### config.mk
export PLATFORM = sky130hd
export DESIGN_NAME = pipe_hold_ctrl
export DESIGN_NICKNAME = d
export VERILOG_FILES = /design/src/rtl/pipe_hold_ctrl.sv
export SDC_FILE = /design/constraint.sdc
export NUM_CORES = 1
export LEC_CHECK = 0
export ABC_AREA = 1
export CAP_MARGIN = 20
export CORE_MARGIN = 10
export CORE_UTILIZATION = 32
export CTS_CLUSTER_SIZE = 10
export DETAILED_ROUTE_END_ITERATION = 12
export GPL_ROUTABILITY_DRIVEN = 0
export GPL_TIMING_DRIVEN = 0
export PLACE_DENSITY_LB_ADDON = 0.3
export SETUP_SLACK_MARGIN = 0.15
export SLEW_MARGIN = 25
export SYNTH_ARGS = -nofsm -noshare
export SYNTH_HDL_FRONTEND = slang
export SYNTH_SLANG_ARGS = --single-unit
### constraint.sdc
create_clock -name clk -period 1.2 [get_ports clk]
set_input_delay 0.24 -clock clk [delete_from_list [all_inputs] [get_ports clk]]
set_output_delay 0.24 -clock clk [all_outputs]
set_load 0.005 [all_outputs]
### src/rtl/pipe_hold_ctrl.sv
// rtl/pipe_hold_ctrl.sv - pipeline freeze/flush controller for load-use stalls, memory waits and redirects
//
// Purpose: turns the load-use stall request, the data-memory wait handshake and
// branch/exception redirects into per-stage write enables and bubble flushes.
// Owns the memory-wait FSM, the deferred-flush flags and the wait timeout.
//
// Optional feature macro: PIPE_HOLD_STALL_CNT_EN (stall-cycle counters).
//
// Ports:
//   clk, rst                      clock, synchronous active-high reset
//   _stall_en                     load-use request, 0 = stall
//   mem_req, mem_ready            data-memory access / completion
//   br_flush, exc_flush           branch redirect (EXE), exception redirect (MEM)
//   pc_we, *_we                   PC and pipeline register write enables
//   *_flush                       load a bubble into the pipeline register
//   mem_timeout                   registered; current wait reached WAIT_MAX cycles
//   lu_cnt, mw_cnt                load-use / memory-wait stall-cycle counters

module pipe_hold_ctrl #(
  parameter int unsigned WAIT_MAX = 255
) (
  input  logic        clk,
  input  logic        rst,
  input  logic        _stall_en,
  input  logic        mem_req,
  input  logic        mem_ready,
  input  logic        br_flush,
  input  logic        exc_flush,
  output logic        pc_we,
  output logic        if_id_we,
  output logic        id_exe_we,
  output logic        exe_mem_we,
  output logic        mem_wb_we,
  output logic        if_id_flush,
  output logic        id_exe_flush,
  output logic        exe_mem_flush,
  output logic        mem_wb_flush,
  output logic        mem_timeout,
  output logic [31:0] lu_cnt,
  output logic [31:0] mw_cnt
);

  localparam logic [7:0] WAIT_MAX_8 = WAIT_MAX[7:0];

  typedef enum logic {
    RUN,
    MEM_WAIT
  } state_t;

  state_t     state;
  state_t     state_nxt;
  logic [7:0] wcnt;
  logic [7:0] wcnt_nxt;
  logic       pend_br;
  logic       pend_exc;

  logic wait_now;
  logic exc_eff;
  logic br_eff;

  assign wait_now = mem_req & ~mem_ready;
  // Redirects seen during a wait are replayed from the pending flags.
  assign exc_eff  = exc_flush | pend_exc;
  assign br_eff   = br_flush | pend_br;

  always_ff @(posedge clk) begin
    if (rst) begin
      state       <= RUN;
      wcnt        <= 8'd0;
      pend_br     <= 1'b0;
      pend_exc    <= 1'b0;
      mem_timeout <= 1'b0;
    end else begin
      state       <= state_nxt;
      wcnt        <= wcnt_nxt;
      // Compares the current count, so the flag trails wcnt by one cycle.
      mem_timeout <= (wcnt >= WAIT_MAX_8);
      if (wait_now) begin
        pend_br  <= pend_br | br_flush;
        pend_exc <= pend_exc | exc_flush;
      end else begin
        // First non-waiting cycle applies the deferred flush, so drop both.
        pend_br  <= 1'b0;
        pend_exc <= 1'b0;
      end
    end
  end

  always_comb begin
    state_nxt = state;
    wcnt_nxt  = wcnt;
    case (state)
      RUN: begin
        if (wait_now) begin
          state_nxt = MEM_WAIT;
          wcnt_nxt  = 8'd1;
        end
      end
      MEM_WAIT: begin
        if (!wait_now) begin
          state_nxt = RUN;
          wcnt_nxt  = 8'd0;
        end else if (wcnt != 8'hff) begin
          wcnt_nxt = wcnt + 8'd1;
        end
      end
      default: begin
        state_nxt = RUN;
        wcnt_nxt  = 8'd0;
      end
    endcase
  end

  always_comb begin
    pc_we         = 1'b1;
    if_id_we      = 1'b1;
    id_exe_we     = 1'b1;
    exe_mem_we    = 1'b1;
    mem_wb_we     = 1'b1;
    if_id_flush   = 1'b0;
    id_exe_flush  = 1'b0;
    exe_mem_flush = 1'b0;
    mem_wb_flush  = 1'b0;
    if (rst) begin
      pc_we         = 1'b0;
      if_id_we      = 1'b0;
      id_exe_we     = 1'b0;
      exe_mem_we    = 1'b0;
      mem_wb_we     = 1'b0;
      if_id_flush   = 1'b1;
      id_exe_flush  = 1'b1;
      exe_mem_flush = 1'b1;
      mem_wb_flush  = 1'b1;
    end else if (wait_now) begin
      // Freeze everything up to MEM; let a bubble drain into WB.
      pc_we        = 1'b0;
      if_id_we     = 1'b0;
      id_exe_we    = 1'b0;
      exe_mem_we   = 1'b0;
      mem_wb_flush = 1'b1;
    end else if (exc_eff) begin
      if_id_flush   = 1'b1;
      id_exe_flush  = 1'b1;
      exe_mem_flush = 1'b1;
    end else if (br_eff) begin
      if_id_flush  = 1'b1;
      id_exe_flush = 1'b1;
    end else if (!_stall_en) begin
      pc_we        = 1'b0;
      if_id_we     = 1'b0;
      id_exe_flush = 1'b1;
    end
  end

`ifdef PIPE_HOLD_STALL_CNT_EN
  logic [31:0] lu_q;
  logic [31:0] mw_q;
  logic        lu_apply;

  assign lu_apply = ~wait_now & ~exc_eff & ~br_eff & ~_stall_en;

  always_ff @(posedge clk) begin
    if (rst) begin
      lu_q <= 32'd0;
      mw_q <= 32'd0;
    end else begin
      if (lu_apply) lu_q <= lu_q + 32'd1;
      if (wait_now) mw_q <= mw_q + 32'd1;
    end
  end

  assign lu_cnt = lu_q;
  assign mw_cnt = mw_q;
`else
  assign lu_cnt = 32'd0;
  assign mw_cnt = 32'd0;
`endif

endmodule

=== Yosys cells after proc, flatten, opt, wreduce, memory -nomap -nowiden ===
Index checks and enable logic that the tools add are counted.

* Add/subtract/negate cells: 1
* $lt $le $gt $ge: 1
* Equal/unequal tests: 3
* Muxes and demuxes: 26
* Bitwise gates (word level): 6
* Reduce and logical (&&, ||, !) cells: 2

{| class="wikitable"
|+ Operators with widths
! kind !! number
|-
| $mux 8 || 3
|-
| $mux 1 || 22
|-
| $pmux 8 s2 || 1
|-
| $add 8x1->8 const B || 1
|-
| $ge 8x8->1 const B || 1
|-
| $ne 8x8->1 const B || 1
|-
| $ne 3x2->1 const B || 1
|-
| $not 1->1 || 3
|-
| $ne 2x2->1 const B || 1
|-
| $or 1x1->1 || 2
|-
| $reduce_and 2->1 || 1
|-
| $reduce_or 2->1 || 1
|-
| $and 1x1->1 || 1
|}

* Bits in registers: 12
* Bits of input ports: 7
* Output and inout port bits: 74
* Logic and storage cells: 44

=== Logic depth before layout (Yosys ltp) ===
* Depth after elaboration: 5
* Mapped depth: 9
* Mapped depth without buffers: 9

=== Least setup slack after synthesis ===
OpenSTA, ideal clock, no wires.

* Path type: flip-flop to flip-flop
* From: register wcnt[0]
* To: register wcnt[5]
* Setup time: 0.112 ns
* Arrival time: 1.118 ns
* Data required time: 1.088 ns
* Slack: -0.029 ns
* Stages on the path, launching flop included: 9
* Path buffers: 0
* Period minus slack after synthesis: 1.229 ns
* Cells stage by stage: dfxtp_1 ha_1 nand2_2 nor2_4 nand3_4 nand2_4 nand2_1 nand2_1 nor2_2

* Cells in the longest elaborated chain, start to end: 4
* Elaborated cells on any way between the ends: 7
* Those cells by class: add/sub (1); eq/ne (2); mux (3); reduce/logical (1)

{| class="wikitable"
|+ RTL lines
! element !! line !! RTL
|-
| start, declared || 52 || <nowiki>logic [7:0] wcnt;</nowiki>
|-
| start signal, assigned || 75 || <nowiki>wcnt <= wcnt_nxt;</nowiki>
|-
| $add 8x1->8 || 104 || <nowiki>wcnt_nxt = wcnt + 8'd1;</nowiki>
|-
| $mux 8 || 103 || <nowiki>end else if (wcnt != 8'hff) begin</nowiki>
|-
| $mux 8 || 100 || <nowiki>if (!wait_now) begin</nowiki>
|-
| $pmux 8 s2 || 92 || <nowiki>case (state)</nowiki>
|}

Several ways; a longest one is shown, not always the timed one. The select of a mux whose other input is x is not followed.
A chain may end at the register's enable or synchronous reset.

=== Worst setup path in the final report ===
* From: register pend_br
* To: output pc_we

* Cells in the longest elaborated chain, start to end: 5

{| class="wikitable"
|+ RTL lines
! element !! line !! RTL
|-
| start, declared || 54 || <nowiki>logic pend_br;</nowiki>
|-
| start signal, assigned || 79 || <nowiki>pend_br <= pend_br | br_flush;</nowiki>
|-
| $or 1x1->1 || 64 || <nowiki>assign br_eff = br_flush | pend_br;</nowiki>
|-
| $mux 1 || 145 || <nowiki>end else if (br_eff) begin</nowiki>
|-
| $mux 1 || 141 || <nowiki>end else if (exc_eff) begin</nowiki>
|-
| $mux 1 || 134 || <nowiki>end else if (wait_now) begin</nowiki>
|-
| $mux 1 || 124 || <nowiki>if (rst) begin</nowiki>
|-
| end, declared || 29 || <nowiki>output logic pc_we,</nowiki>
|}

No other way between the ends.

==> metrics.md <==
| Metric | Value |
|---|---|
| Run status | finished with violations |
| Failing checks | negative setup slack |
| Final HPWL DP | roughly 2.5 mm |
| Worst-path maximum fanout | 2 |
| Inserted Diodes | 0 |
| Achievable Freq | 0.7495 GHz |
| Largest stage delay, worst path | ~0.32 ns |
| Multi-input logic area | 732.0 um2 |
| Max-slew violation count | 0 |
| Post-DR vias/cell | 3.448 |
| Register area | between 200 and 300 um2 |
| Final min period | 1.334 ns |
| RSZ-0062 raised after global routing | true |
| Worst endpoint required time | between 0.9 and 1 ns |
| Crit-path cells | nor2_4 > nand2_2 > o21ai_2 > inv_1 > buf_6 > buf_6 |
| Setup violators final | 12 |
| Pin count of the biggest net entering global routing | 10 |
| Longest Clk Path Bufs | 2 |
| Die area | roughly 6500 um2 |
| Worst Path Arrival | ~1.1 ns |
| CTS buffer count | 3 |
| Post-Syn Area | around 1200 um2 |
| Core ar. | roughly 3400 um2 |
| Hold buffers post-CTS | 0 |
| CTS clk-pin slew, worst paths | about 0.060 ns |
| Crit path max-delay family | flip-flops |
| Initial antenna violation count | 0 |
| Power Density | 654.0 nW/um2 |
| Post-synthesis register bit count | 12 |
| R2R setup slack | -0.07 ns |
| WS Path Type | flip-flop to output pin |
| Vert. Die Dim | a little over 80 um |
| Final period util | 111.2% |
| Sequential-to-total area share from yosys stat | slightly above 20% |
| # IOs | 81 |
| Synthesis Warnings | 0 |
| Finished Layout Cells | ~320 |
| Layout fillers | 342 |
| Hold depth | 2 |
| Gr usage total | 8.226% |
| Worst Setup EP | pc_we |
| Starting DRT DRC Count | 20 |
| Static leakage | between 1 and 1.5 nW |
| Mean Syn Cell Area | ~7 um2 |
| CTS root buf | clkbuf_8 |
| Placed instance count | roughly 300 |
| GRT Residual Overflow | 0 |
| Vias | ~1,100 |
| Fin Clk Skew | 0.002841 ns |
| Initial Util | between 30% and 40% |
| Setup crit end kind | output pin |
| DR pass1 iterations | 4 |
| Post-synth EDFFs | 0 |
| # port buffers | 16 |
| Clk_lat worst skew | 0.24 ns |
| Nets | 278 |
| R2R Path Start | wcnt[5] |
| CP max-delay cell | dfxtp_2 |
| Layout cells sized above 1 | between 50% and 60% |
| R2R cell count | 7 |
| Hold WC Path Type | input pin to flip-flop |
| VDD IR-drop max | between 700 and 800 uV |
| Most frequent cells in the layout | buf_4 (77), conb_1 (64), inv_1 (13), buf_6 (13), nand2_1 (12) |
| DRC | 0 |
| Die width | between 80 and 90 um |
| Max-Cap Viols | 0 |
| First-pass GRT wire length | between 4 and 5 mm |
| Rows | 21 |
| Setup crit start | pend_br |
| Critical Path Source Type | flip-flop |
| DP Worst Slack | -1.082 ns |
| Final Worst Setup Slack | -0.1342 ns |
| Fin util | roughly 58% |
| Top FF cell, synth | dfxtp_1 |
| Final hold vios | 0 |
| CP Buf/Inv Count | 3 |
| Crit path depth | 6 |
| Cell mode on critical path | buf_6 |
| Async SR Flop Fraction | 0% |
| Synth Instances | 168 |
| Wire per inst | 9.778 um |
| Commonest non-fill, non-tap cell in the layout | buf_4 |
| Routed WL | 3.080 mm |
| Synth cell types | 23 |
| CTS tree | yes |
| Worst reg2reg endpoint | wcnt[5] |
| CTS H-tree lvls | 1 |
| Sink Count | 12 |
| Antenna viol nets, final | 0 |
| Layout area overhead | 70.53% |
| Vias in the first global route | roughly 970 |
-- metal layers --
layer  routed length, um  up-vias  GRT usage, %
li1                    -      594             -
met1                1044      448         7.644
met2                1666       42         14.73
met3                 362        2         5.902
met4                   6        0        0.8803
met5                   0        -             0
-- cell families (layout without fill, tap and decap cells) --
| group | count (synthesis) | after routing | synth area share [%] |
|---|---|---|---|
| AO/OA/AOI/OAI | 16 | 16 | 7.718 |
| buffers and inverters | 86 | 124 | 48.87 |
| other | 1 | 64 | 0.3212 |
| flip-flops | 12 | 12 | 20.58 |
| AND/OR/NAND/NOR | 52 | 52 | 21.44 |
| adder cells (fa/ha/maj) | 1 | 1 | 1.072 |
-- cell usage after synthesis, drive strengths merged (2+ instances only) --
master / n / share of area (%)
buf: 66 / 42
nand2: 24 / 8.6
inv: 19 / 6.1
nor2: 15 / 5.9
dfxtp: 12 / 21
nand3: 10 / 5.4
a21oi: 7 / 3.3
o21ai: 6 / 2.6
nand4: 2 / 1.1
-- state kept, by name, indices dropped and copies added (netlist names) --
name         count
mem_timeout      1
pend_br          1
pend_exc         1
state            1
wcnt             8
-- per-stage QoR --
step | hold WS, ns | power [mW] | TNS, ns | cell area, um2
detailed placement | 0.4606 | 0.7737 | -10.55 | 1652
floorplan | 0.3017 | 0.6917 | 0 | 1434
CTS | 0.2447 | 1.266 | -0.4683 | 1863
global route | 0.2146 | 1.379 | -1.614 | 1991
finish | 0.2130 | 1.302 | -0.7667 | 1991
global placement | 0.4504 | 0.7711 | -10.54 | 1652
-- final cells by class --
class / instances / share of cell area (%)
sequential: 12 / 12.57
tap: 46 / 2.891
clock buffer: 4 / 2.766
timing repair buffer: 34 / 15.21
multi-input combinational: 133 / 36.77
buffer: 66 / 25.27
inverter: 20 / 4.525
-- timing repair --
action	CTS	global route
buffers inserted	14	4
gates resized for setup	81	31
endpoints found under the setup margin	20	18
pin swaps	17	16
-- worst min path at each step --
stage,from,endpoint
detailed placement,pend_br,pend_br
global placement,pend_br,pend_br
floorplan,rst,wcnt[1]
global route,rst,wcnt[2]
CTS,rst,wcnt[2]
finish,rst,wcnt[2]
-- power breakdown --
part           switching [mW]  internal [mW]
Sequential             0.0103          0.410
Combinational           0.188          0.251
Clock                   0.153          0.290
Total                   0.351          0.951
(Power assumes the default switching activity.)
